===== config.mk =====
export PLATFORM = sky130hd
export DESIGN_NAME = cond_flag_unit
export DESIGN_NICKNAME = d
export VERILOG_FILES = /design/src/rtl/cpu_pkg.sv /design/src/rtl/flag_stack.sv /design/src/rtl/cond_flag_unit.sv
export SDC_FILE = /design/constraint.sdc
export NUM_CORES = 1
export LEC_CHECK = 0
export CORE_UTILIZATION = 43
export DETAILED_ROUTE_END_ITERATION = 7
export PLACE_DENSITY = 0.74
export SLEW_MARGIN = 20
export SYNTH_ARGS = -nofsm -noshare
export SYNTH_HDL_FRONTEND = slang
export SYNTH_SLANG_ARGS = --single-unit

===== constraint.sdc =====
create_clock -name clk -period 2.6 [get_ports clk]
set_input_delay 0.52 -clock clk [delete_from_list [all_inputs] [get_ports clk]]
set_output_delay 0.52 -clock clk [all_outputs]
set_load 0.01 [all_outputs]

===== src/rtl/cpu_pkg.sv =====
// cpu_pkg: shared condition codes, status-register bit indices and branch condition evaluation
package cpu_pkg;
  localparam logic [3:0] COND_EQ = 4'd0;
  localparam logic [3:0] COND_NE = 4'd1;
  localparam logic [3:0] COND_CS = 4'd2;
  localparam logic [3:0] COND_CC = 4'd3;
  localparam logic [3:0] COND_MI = 4'd4;
  localparam logic [3:0] COND_PL = 4'd5;
  localparam logic [3:0] COND_VS = 4'd6;
  localparam logic [3:0] COND_VC = 4'd7;
  localparam logic [3:0] COND_HI = 4'd8;
  localparam logic [3:0] COND_LS = 4'd9;
  localparam logic [3:0] COND_GE = 4'd10;
  localparam logic [3:0] COND_LT = 4'd11;
  localparam logic [3:0] COND_GT = 4'd12;
  localparam logic [3:0] COND_LE = 4'd13;
  localparam logic [3:0] COND_AL = 4'd14;
  localparam logic [3:0] COND_NV = 4'd15;
  localparam int SR_N = 3;
  localparam int SR_Z = 2;
  localparam int SR_C = 1;
  localparam int SR_V = 0;
  function automatic logic cond_eval(input logic [3:0] cc, input logic [3:0] sr);
    logic n, z, c, v;
    n = sr[SR_N];
    z = sr[SR_Z];
    c = sr[SR_C];
    v = sr[SR_V];
    case (cc)
      COND_EQ: return z;
      COND_NE: return ~z;
      COND_CS: return c;
      COND_CC: return ~c;
      COND_MI: return n;
      COND_PL: return ~n;
      COND_VS: return v;
      COND_VC: return ~v;
      COND_HI: return ~c & ~z;
      COND_LS: return c | z;
      COND_GE: return n == v;
      COND_LT: return n != v;
      COND_GT: return ~z & (n == v);
      COND_LE: return z | (n != v);
      COND_AL: return 1'b1;
      default: return 1'b0;
    endcase
  endfunction
endpackage


===== src/rtl/flag_stack.sv =====
// flag_stack: small LIFO of status words with overflow/underflow strobes
module flag_stack #(
  parameter int DEPTH = 2,
  parameter int W = 4,
  parameter int CW = $clog2(DEPTH + 1)
) (
  input  logic          clk,
  input  logic          rst,
  input  logic          push,
  input  logic          pop,
  input  logic [W-1:0]  din,
  output logic [W-1:0]  dout,
  output logic [CW-1:0] cnt,
  output logic          empty,
  output logic          ovf,
  output logic          unf
);
  localparam int AW = DEPTH > 1 ? $clog2(DEPTH) : 1;
  logic [W-1:0] mem [DEPTH];
  logic full, do_push, do_pop;
  assign full = cnt == CW'(DEPTH);
  assign empty = cnt == '0;
  assign do_push = push & ~pop & ~full;
  assign do_pop = pop & ~push & ~empty;
  assign ovf = push & ~pop & full;
  assign unf = pop & ~push & empty;
  assign dout = empty ? '0 : mem[AW'(cnt - 1'b1)];
  always_ff @(posedge clk or posedge rst) begin
    if (rst) cnt <= '0;
    else if (do_push) cnt <= cnt + 1'b1;
    else if (do_pop) cnt <= cnt - 1'b1;
  end
  always_ff @(posedge clk) begin
    if (do_push) mem[AW'(cnt)] <= din;
  end
endmodule


===== src/rtl/cond_flag_unit.sv =====
// cond_flag_unit: status register, branch condition evaluation and interrupt shadow stack
module cond_flag_unit
  import cpu_pkg::*;
#(
  parameter int SHADOW_DEPTH = 2
) (
  input  logic                              clk,
  input  logic                              rst,
  input  logic                              alu_fz,
  input  logic                              alu_fc,
  input  logic                              alu_fn,
  input  logic                              alu_fv,
  input  logic                              flag_we,
  input  logic                              br_valid,
  input  logic [3:0]                        br_cond,
  output logic                              br_ready,
  output logic                              br_resp_valid,
  output logic                              br_taken,
  input  logic                              irq_save,
  input  logic                              irq_restore,
  output logic [3:0]                        sr_out,
  output logic [$clog2(SHADOW_DEPTH+1)-1:0] shadow_cnt,
  output logic                              stk_err
);
  logic [3:0] alu_flags, eff, stk_top;
  logic stk_empty, ovf, unf, pop_ok, accept;
  assign alu_flags = {alu_fn, alu_fz, alu_fc, alu_fv};
  // same-cycle flag write is forwarded to branches and saves
  assign eff = flag_we ? alu_flags : sr_out;
  assign br_ready = ~rst & ~irq_restore;
  assign accept = br_valid & br_ready;
  assign pop_ok = irq_restore & ~irq_save & ~stk_empty;
  flag_stack #(.DEPTH(SHADOW_DEPTH), .W(4)) u_stack (
    .clk,
    .rst,
    .push(irq_save),
    .pop(irq_restore),
    .din(eff),
    .dout(stk_top),
    .cnt(shadow_cnt),
    .empty(stk_empty),
    .ovf,
    .unf
  );
  always_ff @(posedge clk or posedge rst) begin
    if (rst) begin
      sr_out <= '0;
      stk_err <= 1'b0;
      br_resp_valid <= 1'b0;
      br_taken <= 1'b0;
    end else begin
      sr_out <= pop_ok ? stk_top : eff;
      stk_err <= stk_err | ovf | unf;
      br_resp_valid <= accept;
      if (accept) br_taken <= cond_eval(br_cond, eff);
    end
  end
endmodule


==> metrics.md <==
| Metric | Value |
|---|---|
| Critical Path AT | `between 2 and 2.5 ns` |
| Tightest Pin Transition | `slightly above 0.5 ns` |
| R2R cell count | `5` |
| RePlAce Congestion | `0.754` |
| Initial antenna violation count | `0` |
| TritonRoute pass-1 iters | `4` |
| Power per cell area | `between 700 and 800 mW/mm²` |
| Crit start category | `input port` |
| DIE AREA | `around 0.0025 mm²` |
| Detailed placement HPWL | `1600 µm` |
| Asr flop ratio synth | `52.9%` |
| Hold Path Class | `reg2reg` |
| Post-synthesis xor/xnor area fraction | `2.61%` |
| CTS Buffer Depth | `2` |
| Die Ht | `50.4 µm` |
| Post-synth top area share | `23.8%` |
| CP required | `about 2.8 ns` |
| Vias in the first global route | `821` |
| Count leader, synth | `mux2i_1` |
| Final WL | `2100 µm` |
| Clock skew | `0.000593 ns` |
| Distinct cell type count after synthesis | `33` |
| Area leader, netlist | `edfxtp_1` |
| Sequential area share after synthesis | `between 40% and 50%` |
| Fmax | `450 MHz` |
| H-tree depth | `1` |
| Max IR drop VDD | `0.415 mV` |
| DR WL/cell | `14.8 µm` |
| IO Port Bufs | `23` |
| Max transition margin | `66.1%` |
| Clock root cell | `clkbuf_4` |
| Reg-to-Reg Start | `u_stack.cnt[0]` |
| Die W | `between 50 and 60 µm` |
| Total track usage | `18.9%` |
| Clock sink count | `17` |
| Post_cts resized | `0` |
| Ant. Diodes | `0` |
| Hold Path Origin | `stk_err` |
| Post-synth EDFFs | `8` |
| Synthesized area | `0.00101 mm²` |
| Kind of critical path | `in2reg` |
| CTS Hold Bufs | `0` |
| Placed insts | `138` |
| Ys flop type | `dfrtp_1` |
| RSZ-0062 raised after global routing | `no` |
| Clock-pin transition on the worst setup and hold timing paths | `0.10 ns` |
| Starting DRC count in detailed routing | `21` |
| Antenna viol nets, final | `0` |
| Starting Density | `45.6%` |
| Most instantiated cells after synthesis | `11 x mux2i_1, 9 x dfrtp_1, 8 x edfxtp_1, 8 x nor2_1, 7 x inv_1` |
| Number of CTS-inserted buffers | `3` |
| Compound-Gate Fraction of Synth Area | `10.4%` |
| Max-slew violations | `0` |
| RR Endpoint | `u_stack.mem[0][0]` |
| Ys Warns | `0` |
| Final Setup Violations | `0` |
| Worst Setup EP | `br_taken` |
| Mean area per synthesized cell | `11.0 µm²` |
| CORE AREA | `0.00221 mm²` |
| Via density | `5.55` |
| Static leakage | `0.503 nW` |
| Endpoint class of the critical path | `register` |
| Total of max-cap violations | `0` |
| Setup Buffers After CTS | `0` |
| Synth Register Bits | `17` |
| Fin nets | `131` |
| Vias | `approximately 800` |
| DRC violations left | `0` |
| Synth Area in Adders | `roughly 2.5%` |
| Skew-Pair Late Insertion Delay | `0.29 ns` |
| CTS tree | `yes` |
| Flop-to-flop setup slack | `0.71 ns` |
| Critical path origin | `flag_we` |
| Num ports | `24` |
| FP Rows | `17` |
| Pre-CTS setup slack | `0.0858 ns` |
| Main combinational cell family by area after synthesis | `multiplexers` |
| Syn_nets | `between 100 and 150` |
| Setup TNS | `0 ns` |
| Final hold vios | `0` |
| Synth Area in Simple Gates | `between 10% and 20%` |
| Setup ws final | `0.380 ns` |
| Final period util | `a little under nine tenths` |
| Worst Path Max Fanout | `5` |
| Synth area leaders | `edfxtp_1 24%, dfrtp_1 22%, mux2i_1 11%` |
| Layout area overhead | `26.3%` |
| Share of post-route cells with drive strength above 1 | `8.77%` |
| Cells after synthesis | `92` |
| Remaining Overflow, GRT | `0` |
| Crit path time final | `2.22 ns` |
| Finished Layout Cells | `142` |
| Global-route wire length before repair | `around 3600 µm` |
| Mux share of post-synthesis cell area | `18.0%` |
| Largest net degree at the start of global routing | `11` |
| Status | `complete, no violations` |
-- worst min path at each step --
stage,end,slack (ns),cells after the start
4_1_cts,stk_err,0.50,1
5_1_grt,stk_err,0.52,1
3_3_place_gp,stk_err,0.47,1
6_report,stk_err,0.50,1
3_5_place_dp,stk_err,0.48,1
2_1_floorplan,br_resp_valid,0.35,1
-- cell type report --
cell class	count	area, µm²
flip-flops and latches	17	465
clock inverters	1	5.00
inverters	7	26.3
clock buffers	3	22.5
multi-input cells	61	474
fillers	201	938
repair buffers	25	245
well taps	28	35.0
-- stage by stage --
stage / hold slack (ns) / cell area [µm²] / power, mW / util, %
3_3_place_gp: 0.468 / 1250 / 0.804 / 56.3
4_1_cts: 0.503 / 1270 / 0.966 / 57.6
3_5_place_dp: 0.481 / 1250 / 0.823 / 56.3
5_1_grt: 0.521 / 1270 / 1.02 / 57.6
6_report: 0.504 / 1270 / 0.953 / 57.6
2_1_floorplan: 0.348 / 1010 / 0.664 / -
-- sequential cells by signal, indices dropped and copies added (netlist names) --
| signal | count |
|---|---|
| stk_err | 1 |
| u_stack.cnt | 2 |
| sr_out | 4 |
| br_taken | 1 |
| u_stack.mem | 8 |
| br_resp_valid | 1 |
-- metal layers --
metal	up-vias	routed length (µm)	track usage, %	part of all wire (%)
li1	383	-	-	-
met1	377	887	22.2	42
met2	26	1070	32.7	51
met3	2	128	2.42	6.1
met4	0	10	11.1	0.48
met5	-	0	0	0
-- kinds of logic (layout without fill, tap and decap cells) --
family / count (synthesis) / count (layout)
buf+inv: 14 / 36
fa+ha+maj: 2 / 2
xor+xnor: 3 / 3
simple gates: 26 / 26
compound gates: 15 / 15
flops: 17 / 17
mux: 15 / 15
-- worst max-delay path: stages --
cell	delay, ns
clkdlybuf4s50_1	0.60
buf_4	0.18
mux2i_1	0.40
a21oi_1	0.08
a311oi_1	0.32
mux2i_1	0.22
a21oi_1	0.08
-- cells in the final DEF (no fill, tap or decap), types with 4 or more instances in the layout --
cell type,count
clkdlybuf4s50_1,23
mux2i_1,11
dfrtp_1,9
nor2_1,8
edfxtp_1,8
inv_1,7
a21oi_1,6
nand2_1,4
-- power breakdown --
| part | total (mW) | switching, mW | internal [mW] |
|---|---|---|---|
| combinational | 0.406 | 0.186 | 0.219 |
| clock | 0.139 | 0.0816 | 0.0572 |
| sequential | 0.409 | 0.0600 | 0.349 |
| total | 0.953 | 0.328 | 0.625 |
Note: power is estimated with default switching activity, not from simulation.
